$ cat config.mk
export PLATFORM = sky130hd
export DESIGN_NAME = lcd_hd44780_ctrl
export DESIGN_NICKNAME = d
export VERILOG_FILES = /design/src/rtl/lcd_pkg.sv /design/src/rtl/lcd_phase_timer.sv /design/src/rtl/lcd_hd44780_ctrl.sv
export SDC_FILE = /design/constraint.sdc
export NUM_CORES = 1
export LEC_CHECK = 0
export BUFFER_PORTS_ARGS = -buffer_cell sky130_fd_sc_hd__buf_2
export CAP_MARGIN = 20
export CORE_MARGIN = 2
export CORE_UTILIZATION = 44
export CTS_BUF_LIST = sky130_fd_sc_hd__clkbuf_8
export CTS_CLUSTER_SIZE = 10
export DETAILED_ROUTE_END_ITERATION = 10
export HOLD_SLACK_MARGIN = 0.08
export SLEW_MARGIN = 20
export SYNTH_ARGS = -nofsm -noshare
export SYNTH_HDL_FRONTEND = slang
export SYNTH_HIERARCHICAL = 1
export SYNTH_SLANG_ARGS = --single-unit
$ cat constraint.sdc
create_clock -name clk -period 3.87 [get_ports clk]
set_input_delay 0.774 -clock clk [delete_from_list [all_inputs] [get_ports clk]]
set_output_delay 0.774 -clock clk [all_outputs]
set_load 0.05 [all_outputs]
$ cat src/rtl/lcd_pkg.sv
// ============================================================================
// Module      : lcd_pkg
// Description : Shared state encoding, command constants and helpers for the
//               HD44780 4-bit bus sequencer.
// Revision    : 1.0 - initial release
// ============================================================================
`default_nettype none

package lcd_pkg;

    typedef enum logic [3:0] {
        ST_PWRON = 4'd0,
        ST_IDLE  = 4'd1,
        ST_SET_H = 4'd2,
        ST_EH_H  = 4'd3,
        ST_HLD_H = 4'd4,
        ST_SET_L = 4'd5,
        ST_EH_L  = 4'd6,
        ST_HLD_L = 4'd7,
        ST_EXEC  = 4'd8
    } lcd_state_t;

    localparam logic [7:0] LCD_CMD_CLEAR = 8'h01;
    localparam logic [7:0] LCD_CMD_HOME  = 8'h02;

    // Clear (0x01) and home (0x02/0x03) need the long execution wait; 0x00 is
    // lumped in because it shares the same upper seven bits as clear.
    function automatic logic is_long_cmd(input logic rs, input logic nib,
                                         input logic [7:0] data);
        return !rs && !nib &&
               ((data[7:1] == LCD_CMD_CLEAR[7:1]) ||
                (data[7:1] == LCD_CMD_HOME[7:1]));
    endfunction

endpackage

`default_nettype wire

$ cat src/rtl/lcd_phase_timer.sv
// ============================================================================
// Module      : lcd_phase_timer
// Description : Loadable down-counter that holds at zero; times every phase.
// Revision    : 1.0 - initial release
// ============================================================================
`default_nettype none

module lcd_phase_timer #(
    parameter int               WIDTH   = 8,
    parameter logic [WIDTH-1:0] RST_VAL = '0
) (
    input  logic             clk,
    input  logic             rst,
    input  logic             load,
    input  logic [WIDTH-1:0] load_val,
    output logic             zero
);

    logic [WIDTH-1:0] r_cnt;

    always_ff @(posedge clk or posedge rst) begin
        if (rst) begin
            r_cnt <= RST_VAL;
        end else if (load) begin
            r_cnt <= load_val;
        end else if (r_cnt != '0) begin
            r_cnt <= r_cnt - WIDTH'(1);
        end
    end

    assign zero = (r_cnt == '0);

endmodule

`default_nettype wire

$ cat src/rtl/lcd_hd44780_ctrl.sv
// ============================================================================
// Module      : lcd_hd44780_ctrl
// Description : HD44780 4-bit write sequencer with power-on wait, busy,
//               overrun flag and backlight register.
// Revision    : 1.0 - initial release
// ============================================================================
`default_nettype none

module lcd_hd44780_ctrl
    import lcd_pkg::*;
#(
    parameter int SETUP_CYC     = 2,
    parameter int E_HIGH_CYC    = 13,
    parameter int HOLD_CYC      = 2,
    parameter int EXEC_CYC      = 1100,
    parameter int EXEC_LONG_CYC = 44000,
    parameter int POWERON_CYC   = 1100000
) (
    input  logic       clk,
    input  logic       rst,
    input  logic       wr_en,
    input  logic       wr_rs,
    input  logic       wr_nib,
    input  logic [7:0] wr_data,
    input  logic       bl_wen,
    input  logic       bl_val,
    input  logic       ovr_clr,
    output logic       busy,
    output logic       overrun,
    output logic       lcd_e,
    output logic       lcd_rw,
    output logic       lcd_rs,
    output logic       lcd_bl,
    output logic [3:0] lcd_db
);

    localparam int c_MAX_0 = (SETUP_CYC > E_HIGH_CYC) ? SETUP_CYC : E_HIGH_CYC;
    localparam int c_MAX_1 = (c_MAX_0 > HOLD_CYC) ? c_MAX_0 : HOLD_CYC;
    localparam int c_MAX_2 = (c_MAX_1 > EXEC_CYC) ? c_MAX_1 : EXEC_CYC;
    localparam int c_MAX_3 = (c_MAX_2 > EXEC_LONG_CYC) ? c_MAX_2 : EXEC_LONG_CYC;
    localparam int c_MAX   = (c_MAX_3 > POWERON_CYC) ? c_MAX_3 : POWERON_CYC;
    localparam int c_CW    = $clog2(c_MAX) + 1;

    localparam logic [c_CW-1:0] c_LD_SETUP = c_CW'(SETUP_CYC - 1);
    localparam logic [c_CW-1:0] c_LD_EHIGH = c_CW'(E_HIGH_CYC - 1);
    localparam logic [c_CW-1:0] c_LD_HOLD  = c_CW'(HOLD_CYC - 1);
    localparam logic [c_CW-1:0] c_LD_EXEC  = c_CW'(EXEC_CYC - 1);
    localparam logic [c_CW-1:0] c_LD_LONG  = c_CW'(EXEC_LONG_CYC - 1);
    localparam logic [c_CW-1:0] c_LD_PWRON = c_CW'(POWERON_CYC - 1);

    lcd_state_t      r_state;
    lcd_state_t      w_next;
    logic            w_load;
    logic [c_CW-1:0] w_load_val;
    logic            w_zero;
    logic            w_busy;
    logic            w_accept;

    logic [7:0]      r_data;
    logic            r_nib;
    logic            r_long;
    logic            r_e;
    logic            r_rs;
    logic [3:0]      r_db;
    logic            r_bl;
    logic            r_ovr;

    lcd_phase_timer #(
        .WIDTH   (c_CW),
        .RST_VAL (c_LD_PWRON)
    ) u_timer (
        .clk      (clk),
        .rst      (rst),
        .load     (w_load),
        .load_val (w_load_val),
        .zero     (w_zero)
    );

    assign w_busy   = (r_state != ST_IDLE);
    assign w_accept = (r_state == ST_IDLE) && wr_en;

    always_ff @(posedge clk or posedge rst) begin
        if (rst) begin
            r_state <= ST_PWRON;
        end else begin
            r_state <= w_next;
        end
    end

    always_comb begin
        w_next     = r_state;
        w_load     = 1'b0;
        w_load_val = c_LD_SETUP;
        unique case (r_state)
            ST_PWRON: if (w_zero) w_next = ST_IDLE;
            ST_IDLE:  if (wr_en) begin
                w_next = ST_SET_H;  w_load = 1'b1;  w_load_val = c_LD_SETUP;
            end
            ST_SET_H: if (w_zero) begin
                w_next = ST_EH_H;   w_load = 1'b1;  w_load_val = c_LD_EHIGH;
            end
            ST_EH_H:  if (w_zero) begin
                w_next = ST_HLD_H;  w_load = 1'b1;  w_load_val = c_LD_HOLD;
            end
            // A lone nibble skips the low half and goes straight to execution.
            ST_HLD_H: if (w_zero) begin
                w_load = 1'b1;
                if (r_nib) begin
                    w_next     = ST_EXEC;
                    w_load_val = r_long ? c_LD_LONG : c_LD_EXEC;
                end else begin
                    w_next     = ST_SET_L;
                    w_load_val = c_LD_SETUP;
                end
            end
            ST_SET_L: if (w_zero) begin
                w_next = ST_EH_L;   w_load = 1'b1;  w_load_val = c_LD_EHIGH;
            end
            ST_EH_L:  if (w_zero) begin
                w_next = ST_HLD_L;  w_load = 1'b1;  w_load_val = c_LD_HOLD;
            end
            ST_HLD_L: if (w_zero) begin
                w_next     = ST_EXEC;
                w_load     = 1'b1;
                w_load_val = r_long ? c_LD_LONG : c_LD_EXEC;
            end
            ST_EXEC:  if (w_zero) w_next = ST_IDLE;
            default:  w_next = ST_PWRON;
        endcase
    end

    // Bus outputs are registered so E and DB never glitch on state decode.
    always_ff @(posedge clk or posedge rst) begin
        if (rst) begin
            r_data <= 8'h00;
            r_nib  <= 1'b0;
            r_long <= 1'b0;
            r_e    <= 1'b0;
            r_rs   <= 1'b0;
            r_db   <= 4'h0;
            r_bl   <= 1'b0;
            r_ovr  <= 1'b0;
        end else begin
            r_e <= (w_next == ST_EH_H) || (w_next == ST_EH_L);
            if (w_accept) begin
                r_data <= wr_data;
                r_nib  <= wr_nib;
                r_long <= is_long_cmd(wr_rs, wr_nib, wr_data);
                r_rs   <= wr_rs;
                r_db   <= wr_data[7:4];
            end else if (w_next == ST_SET_L && r_state == ST_HLD_H) begin
                r_db <= r_data[3:0];
            end
            if (bl_wen) begin
                r_bl <= bl_val;
            end
            r_ovr <= (wr_en && w_busy) || (r_ovr && !ovr_clr);
        end
    end

    assign busy    = w_busy;
    assign overrun = r_ovr;
    assign lcd_e   = r_e;
    assign lcd_rw  = 1'b0;
    assign lcd_rs  = r_rs;
    assign lcd_bl  = r_bl;
    assign lcd_db  = r_db;

endmodule

`default_nettype wire

==> run summary, run 1 <==
status - finished clean
Slowest cell on crit path - nor4_4
Placement Setup Slack - 948.1 ps
R2R Setup Slk - 900 ps
dpl cell area - 0.002681 mm²
final WL - 5.220 mm
post-synthesis cell area - 0.002507 mm²
fill count - 528
Total Routing Usage GR - 0.1820
vias in the first global route - 1941
Reg-to-Reg Start - u_timer/r_cnt[2]
crit path kind - reg -> reg
clock buffer depth - 2
initial antenna violation count - 0
Worst path max stage delay - 570 ps
number of flops mapped to enable cells by yosys - 0
Placer Congestion - 0.7890
Pre-antenna DRT Iters - 4
XOR/XNOR Fraction of Synth Area - 0.02096
Synth Area in Compound Gates - 0.1831
Final Non-Filler Cells - 364
CTS tree - yes
Pwr Total - 1.106 mW
HP Start - lcd_rs
Max Freq - 337.2 MHz
Crit Path Max Fanout - 12
Avg Inst Size Synth - 9.607 µm²
dominant synthesized flop cell - dfrtp_1
commonest non-fill, non-tap cell in the layout - dfrtp_1
delay-heaviest family, CP - simple AND/OR/NAND/NOR gates
Slew Limit Headroom - 0.4404
via/cell ratio - 5.580
Fin Hold WS - 509.4 ps
post-DR wirelength/cell - 14.34 µm
Setup crit end kind - register
htree depth - 2
row cnt - 27
final critical-path required period - 2966 ps
n_diodes - 0
Port Buffers - 24
global route overflow - 0
hold path depth - 1
first-pass GRT wire length - 9.052 mm
Layout Area Growth over Synthesis - 10.43%
skew final - 6.956 ps
CP Launch Type - register
antenna-violating nets left - 0
worst r2r dst - lcd_db[0]
clock root cell - clkbuf_8
Buf/Inv on CP - 1
adder-cell share of the synthesized area - 0.004990
I/O pins - 26
Post-layout nets - 308
Worst R2R Path Depth - 9
dpl cells - 356
largest net degree at the start of global routing - 34
Post-CTS Setup Inserts - 0
Skew-Pair Late Insertion Delay - 300 ps
Die Span Y - 79.49 µm
most frequent cells in the layout - 29 x dfrtp_1, 28 x nand2_1, 24 x buf_2
static leakage - 1.167 nW
Die Width - 79.49 µm
Detailed Place HPWL - 3.632 mm
final worst slack - 904.4 ps
Clock transition at path regs - 80 ps
die area - 0.006319 mm²
TritonCTS Buffers - 5
Crit path required time - 4060 ps
Final setup viols - 0
actual slew at the worst max-slew pin - 838.5 ps
post-CTS sizing - 0
mux contribution to synthesized area - 0.04790
main combinational cell family by area after synthesis - simple AND/OR/NAND/NOR gates
worst path cell trace - nor4_4, nand4_1, nor3_1, buf_4, and3b_2, nor4_2, a21boi_2, o21ai_2, o221a_2
number of synthesis warnings - 6
Distinct cells, synth - 66
final core area utilization - 0.5028
RSZ-0062 raised after global routing - false
drt drc - 0
layout cells sized above 1 - 0.2740
initial DRC count - 145
CTS Sinks - 40
Initial Util - 0.4554
Post-CTS Hold Buffers - 0
final instance area - 0.002769 mm²
#FFs+latches synth - 40
Worst EP arrival - 3160 ps
Simple-Gate Fraction of Synth Area - 0.2774
Synth async-reset ratio - 1.000
final worst-path cycle share - 0.7663
Hold Path Class - reg -> reg
Cell Pwr Density - 399.3 mW/mm²
CORE AREA - 0.005507 mm²
vias after detailed routing - 2031
Fin. Hold Viols - 0
Worst VDD drop - 0.1974 mV
Max Cap Violations - 0
max-slew violations - 0
Total Negative Setup Slacks - 0 ps
Worst Hold End - lcd_rs
Synth Instances - 261
Seq/Total Area, Yosys - 0.4047
## cell type report
type,instances,area [µm²],share of cell area
repair buffers,28,150.1,0.05422
multi-input cells,204,1381,0.4989
inverters,12,45.04,0.01627
well taps,72,90.09,0.03253
flip-flops and latches,40,1015,0.3665
clock buffers,5,68.82,0.02485
clock inverters,3,18.77,0.006778
## flip-flops by register name, summed over array words and instances (netlist names)
register and cells:
u_timer/r_cnt 22, lcd_db 4, r_nib 1, r_data 4, r_state 4, r_long 1
lcd_e 1, overrun 1, lcd_bl 1, lcd_rs 1
## logic make-up (layout without fill, tap and decap cells)
kind of cell | after synthesis | after routing
other | 1 | 10
flip-flops | 40 | 40
buffers and inverters | 26 | 48
AND/OR/NAND/NOR | 117 | 117
AO/OA/AOI/OAI | 59 | 59
adder cells (fa/ha/maj) | 1 | 1
multiplexers | 11 | 11
XOR/XNOR | 6 | 6
## per-layer routing
layer  up-vias  wire length [µm]  GRT usage
met5         -                 0          0
met4         0                46    0.05172
met3         5               172    0.04412
met2        35              2587     0.3084
met1       968              2413     0.2305
li1       1023                 -          -
## where the power goes
group | leakage (nW) | switching, mW | internal (mW) | total, mW
logic | 0.626 | 0.118 | 0.111 | 0.229
clock network | 0.0479 | 0.159 | 0.126 | 0.285
registers | 0.493 | 0.0874 | 0.504 | 0.591
## worst max path at each step
| stage | slack [ps] | to | start | depth (start not counted) |
|---|---|---|---|---|
| floorplan | 880 | u_timer/r_cnt[10] | u_timer/r_cnt[2] | 12 |
| global placement | 990 | lcd_db[0] | u_timer/r_cnt[2] | 9 |
| detailed placement | 950 | lcd_db[2] | u_timer/r_cnt[2] | 9 |
| CTS | 930 | lcd_db[0] | u_timer/r_cnt[2] | 9 |
| global route | 720 | u_timer/r_cnt[0] | u_timer/r_cnt[2] | 9 |
| finish | 900 | lcd_db[0] | u_timer/r_cnt[2] | 9 |
## synth_stat cells, types with 5 or more instances
cell / instances / area share
dfrtp_1: 29 / 0.29
nand2_1: 28 / 0.042
nor2_1: 22 / 0.033
dfstp_2: 11 / 0.12
inv_1: 11 / 0.016
o21ai_0: 10 / 0.020
a31oi_1: 8 / 0.020
mux2_2: 8 / 0.036
nor4_1: 8 / 0.020
o31ai_1: 8 / 0.024
nor3_1: 7 / 0.014
buf_4: 6 / 0.018
nand3_1: 6 / 0.012
a21oi_1: 5 / 0.010
or2_2: 5 / 0.012
or4_1: 5 / 0.015
(Power assumes the default switching activity.)
==> run 2, diff against run 1 <==
Clock period 3.87 ns to 2.4 ns, I/O delays scaled along.
==> run 2 against run 1 <==
Net effect:
- the flow now finishes with violations (negative setup slack)
- critical endpoint unchanged
- global-route usage increased by 2.0 points
- total power increased by 96%
- largest cell class unchanged
- worst setup slack got worse by 980 ps
==> run summary, run 2 (synthesis gave the netlist of run 1 again) <==
status - complete, but fails checks
failing checks - negative setup slack
Skew-Pair Late Insertion Delay - 300 ps (about the same)
CTS Sinks - 40 (unchanged)
I/O pins - 26 (unchanged)
htree depth - 2 (unchanged)
Clock transition at path regs - 90 ps (about the same)
crit path launch - u_timer/r_cnt[4]
Final setup viols - 11 (+11)
Worst path max stage delay - 390 ps (-180 ps)
CP Launch Type - register
first-pass GRT wire length - 10.03 mm (+11%)
Pwr Total - 2.164 mW (+96%)
largest net degree at the start of global routing - 23 (-32%)
n_diodes - 0 (unchanged)
commonest non-fill, non-tap cell in the layout - buf_4
Port Buffers - 24 (unchanged)
RSZ-0062 raised after global routing - true
antenna-violating nets left - 0 (unchanged)
Biggest register - u_timer/r_cnt
final worst slack - -74.53 ps (-978.9 ps)
Cell Pwr Density - 626.5 mW/mm² (+57%)
most frequent cells in the layout - 44 x buf_4, 29 x dfrtp_1, 24 x nand2_1, 24 x buf_2, 18 x nor2_1
Setup crit end kind - register
actual slew at the worst max-slew pin - 693.9 ps (-144.5 ps)
TritonCTS Buffers - 5 (unchanged)
skew final - 11.90 ps (+4.946 ps)
final critical-path required period - 2475 ps (-491.1 ps)
initial DRC count - 241 (+66%)
Worst VDD drop - 0.3896 mV (+97%)
Max Cap Violations - 0 (unchanged)
Buf/Inv on CP - 1 (unchanged)
Max Freq - 404.1 MHz (+20%)
max reg flops - 22 (unchanged)
clock root cell - clkbuf_8
multi-input logic area - 0.001618 mm² (+17%)
dpl cells - 392 (+10%)
Detailed Place HPWL - 4.229 mm (+16%)
global route overflow - 0 (unchanged)
static leakage - 1.531 nW (+31%)
Final Non-Filler Cells - 413 (+13%)
Total Routing Usage GR - 0.2025 (+0.02045)
Post-CTS Hold Buffers - 0 (unchanged)
Initial Util - 0.4554 (unchanged)
max-slew violations - 0 (unchanged)
via/cell ratio - 5.467 (-2.0%)
post-DR wirelength/cell - 14.93 µm (+4.1%)
Hold Path Class - in -> async
final WL - 6.166 mm (+18%)
Total Negative Setup Slacks - -399.1 ps (-399.1 ps)
Crit path required time - 2590 ps (-1470 ps)
FF/Latch Area - 0.001015 mm² (unchanged)
Crit Path Max Fanout - 5 (-7)
Placer Congestion - 0.8102 (+2.7%)
Post-layout nets - 357 (+16%)
Slowest cell on crit path - dfstp_2
worst path cell trace - nor4_4, nand4_1, nor3_4, buf_4, and4bb_1, nor4_4, a21boi_4, or2_4, o221a_4
initial antenna violation count - 0 (unchanged)
delay-heaviest family, CP - simple AND/OR/NAND/NOR gates
Reg-to-Reg Start - u_timer/r_cnt[4]
Pre-antenna DRT Iters - 4 (unchanged)
final worst-path cycle share - 1.031 (+0.2647)
Slew Limit Headroom - 0.5369 (+0.09647)
clock buffer depth - 2 (unchanged)
Layout Area Growth over Synthesis - 37.77%
final instance area - 0.003455 mm² (+25%)
vias after detailed routing - 2258 (+11%)
fill count - 459 (-13%)
vias in the first global route - 2135 (+10%)
Die Span Y - 79.49 µm (unchanged)
drt drc - 0 (unchanged)
crit path kind - reg -> reg
Fin. Hold Viols - 0 (unchanged)
CTS tree - yes
row cnt - 27 (unchanged)
most frequent CP cell - nor4_4
die area - 0.006319 mm² (unchanged)
CORE AREA - 0.005507 mm² (unchanged)
dpl cell area - 0.003020 mm² (+13%)
Die Width - 79.49 µm (unchanged)
layout cells sized above 1 - 0.4575 (+0.1835)
Worst EP arrival - 2670 ps (-490 ps)
[run 2: changes by cell type in the layout (fill, tap and decap cells not counted), sizes merged]
cell,delta
buf,+48
bufinv,+1
clkinv,-2
clkbuf,+2
[run 2: final cells by class]
| type | count | area share |
|---|---|---|
| sequential | 40 | 0.2937 |
| clock buffer | 6 | 0.02390 |
| tap | 72 | 0.02608 |
| inverter | 12 | 0.01449 |
| timing repair buffer | 77 | 0.1623 |
| clock inverter | 2 | 0.01123 |
| multi-input combinational | 204 | 0.4683 |
[run 2: stage by stage]
step | setup WS (ps) | hold slack (ps) | utilization
floorplan | -175.6 | 418.6 | -
global placement | -72.30 | 483.1 | 0.5485
detailed placement | -147.5 | 496.9 | 0.5485
CTS | -57.21 | 214.1 | 0.5771
global route | -194.8 | 232.7 | 0.6274
finish | -74.53 | 218.9 | 0.6274
[run 2: worst paths after layout]
path                                endpoint  slack (ps)  cells after the start
setup / recovery                   lcd_db[0]         -70                      9
hold / removal             u_timer/r_cnt[10]         220                      3
setup reg to reg                   lcd_db[0]         -70                      9
hold reg to reg                       lcd_rs         510                      1
max in group asynchronous         r_state[3]        1660                      2
min in group clk                     overrun         370                      2
[run 2: per-layer routing]
layer | GRT usage | part of all wire | up-vias | wire length (µm)
met5 | 0 | 0 | - | 0
met4 | 0.05862 | 0.0086 | 0 | 53
met3 | 0.04186 | 0.024 | 4 | 149
met2 | 0.3353 | 0.50 | 30 | 3054
met1 | 0.2674 | 0.47 | 1094 | 2910
li1 | - | - | 1130 | -
[run 2: worst register-to-register path, cell delays in order (launching register included)]
cell and delay (ps):
dfstp_2 390, nor4_4 310, nand4_1 230, nor3_4 310
buf_4 160, and4bb_1 230, nor4_4 60, a21boi_4 150
or2_4 270, o221a_4 260
[run 2: where the power goes]
group	switching [mW]	internal, mW	leakage (nW)
clock	0.252	0.340	0.0614
sequential	0.0929	0.810	0.493
combinational	0.328	0.341	0.977
[run 2: timing repair]
item,in CTS,in global routing
pin swaps,6,8
buffers inserted,3,8
resized for setup,2,44
endpoints found under the setup margin,22,25
gates cloned,0,2
==> run 3, diff against run 2 <==
Settings changed: SKIP_LAST_GASP from default to 1.
==> run 3 against run 2 <==
Net effect:
- the run still ends with negative setup slack left
- clock power hardly changed
- flip-flop and latch count stayed put
- critical endpoint is now lcd_db[2]
- core utilization is 0.66 points lower
- non-clock buffer count stayed put
- clock-buffer cell count stayed put
- sequential share of layout area is 0.31 points higher
- combinational power is 1% lower
- cell count stayed put
- total power is 0.58% lower
- wire length is 1.5% lower
==> run summary, run 3 (synthesis gave the netlist of run 1 again) <==
status - complete, but fails checks
failing checks - negative setup slack
Worst path max stage delay - 390 ps (about the same)
Crit path required time - 2590 ps (about the same)
post-DR wirelength/cell - 14.71 µm (-1.5%)
clock root cell - clkbuf_8
Biggest register - u_timer/r_cnt
htree depth - 2 (unchanged)
Final Non-Filler Cells - 413 (unchanged)
Reg-to-Reg Start - u_timer/r_cnt[6]
Hold Path Class - in -> async
via/cell ratio - 5.443 (-0.44%)
Fin. Hold Viols - 0 (unchanged)
most frequent CP cell - nor4_4
worst path cell trace - nor4_4, nand4_1, nor3_4, buf_4, and4bb_1, nor4_4, a21boi_4, or2_4, o221a_4
skew final - 12.85 ps (+0.9495 ps)
Clock transition at path regs - 90 ps (about the same)
Layout Area Growth over Synthesis - 36.33%
TritonCTS Buffers - 5 (unchanged)
Skew-Pair Late Insertion Delay - 300 ps (about the same)
initial antenna violation count - 0 (unchanged)
Worst EP arrival - 2660 ps (about the same)
global route overflow - 0 (unchanged)
largest net degree at the start of global routing - 23 (unchanged)
dpl cells - 392 (unchanged)
Worst VDD drop - 0.3888 mV (-0.19%)
clock buffer depth - 2 (unchanged)
Initial Util - 0.4554 (unchanged)
Final setup viols - 10 (-1)
Cell Pwr Density - 629.5 mW/mm² (+0.48%)
actual slew at the worst max-slew pin - 681.2 ps (-12.76 ps)
initial DRC count - 183 (-24%)
Placer Congestion - 0.8102 (unchanged)
Total Routing Usage GR - 0.2025 (unchanged)
CP Launch Type - register
vias after detailed routing - 2248 (-0.44%)
Max Freq - 404.0 MHz (about the same)
vias in the first global route - 2135 (unchanged)
Post-layout nets - 357 (unchanged)
worst r2r dst - lcd_db[2]
antenna-violating nets left - 0 (unchanged)
static leakage - 1.509 nW (-1.4%)
I/O pins - 26 (unchanged)
layout cells sized above 1 - 0.4399 (-0.01760)
Setup crit end kind - register
crit path kind - reg -> reg
CORE AREA - 0.005507 mm² (unchanged)
Pre-antenna DRT Iters - 4 (unchanged)
Max Cap Violations - 0 (unchanged)
CTS Sinks - 40 (unchanged)
first-pass GRT wire length - 10.03 mm (unchanged)
n_diodes - 0 (unchanged)
Crit Path Max Fanout - 5 (unchanged)
Slowest cell on crit path - dfstp_2
row cnt - 27 (unchanged)
final worst slack - -75.14 ps (-0.6062 ps)
max reg flops - 22 (unchanged)
final critical-path required period - 2475 ps (+0.6062 ps)
R2R Setup Slk - -80 ps (about the same)
final WL - 6.076 mm (-1.5%)
die area - 0.006319 mm² (unchanged)
Worst R2R Path Depth - 9 (unchanged)
most frequent cells in the layout - 44 x buf_4, 29 x dfrtp_1, 25 x nand2_1
drt drc - 0 (unchanged)
Port Buffers - 24 (unchanged)
RSZ-0062 raised after global routing - true
final worst-path cycle share - 1.031 (about the same)
Die Span Y - 79.49 µm (unchanged)
Slew Limit Headroom - 0.5454 (+0.008518)
commonest non-fill, non-tap cell in the layout - buf_4
CTS tree - yes
Die Width - 79.49 µm (unchanged)
Fin Hold WS - 216.8 ps (-2.144 ps)
Detailed Place HPWL - 4.229 mm (unchanged)
max-slew violations - 0 (unchanged)
fill count - 472 (+2.8%)
==> run 3: cell type report <==
type / count / area, µm² / area share
Multi-Input combinational cell: 204 / 1582 / 0.4627
Sequential cell: 40 / 1015 / 0.2969
Timing Repair Buffer: 77 / 560.5 / 0.1640
Clock buffer: 6 / 82.58 / 0.02416
Inverter: 12 / 50.05 / 0.01464
Tap cell: 72 / 90.09 / 0.02635
Clock inverter: 2 / 38.79 / 0.01135
==> run 3: how the worst max path moves through the flow <==
stage | start | end | slack [ps] | depth (start not counted)
after floorplan | u_timer/r_cnt[2] | u_timer/r_cnt[5] | -180 | 12
after global placement | u_timer/r_cnt[4] | lcd_db[0] | -70 | 8
after detailed placement | u_timer/r_cnt[8] | lcd_db[2] | -150 | 8
after CTS | u_timer/r_cnt[6] | lcd_db[0] | -60 | 8
after global routing | u_timer/r_cnt[4] | lcd_db[2] | -200 | 9
final | u_timer/r_cnt[6] | lcd_db[2] | -80 | 9
==> run 3: what timing repair did <==
item | CTS | global route
gates resized for setup | 2 | 36
cloned | 0 | 2
hold buffers | 0 | 0
buffers inserted | 3 | 8
pin swaps | 6 | 8
endpoints found under the setup margin | 22 | 25
==> run 3: stage by stage <==
step	worst slack (ps)	utilization	power (mW)	TNS, ps	area [µm²]
2_1_floorplan	-175.6	-	1.284	-3171	2629
3_3_place_gp	-72.30	0.5485	1.476	-328.6	3020
3_5_place_dp	-147.5	0.5485	1.488	-965.3	3020
4_1_cts	-57.21	0.5771	2.112	-154.4	3178
5_1_grt	-198.8	0.6208	2.276	-3416	3418
6_report	-75.14	0.6208	2.152	-374.5	3418
==> run 3: worst max-delay path, delay by kind of cell, from the launching register on <==
kind	cells	cell delay, ps
AO/OA/AOI/OAI	2	410
flip-flops	1	390
buffers and inverters	1	160
AND/OR/NAND/NOR	6	1400
==> run 3: power breakdown <==
part / internal (mW) / switching (mW) / leakage, nW
Sequential: 0.810 / 0.0924 / 0.493
Combinational: 0.339 / 0.320 / 0.955
Clock: 0.340 / 0.250 / 0.0614
Total: 1.49 / 0.663 / 1.51
==> run 3: layer usage <==
layer  vias to the layer above  routed length, µm  track usage
li1                       1131                  -            -
met1                      1069               2758       0.2674
met2                        42               3023       0.3353
met3                         6                230      0.04186
met4                         0                 63      0.05862
met5                         -                  0            0
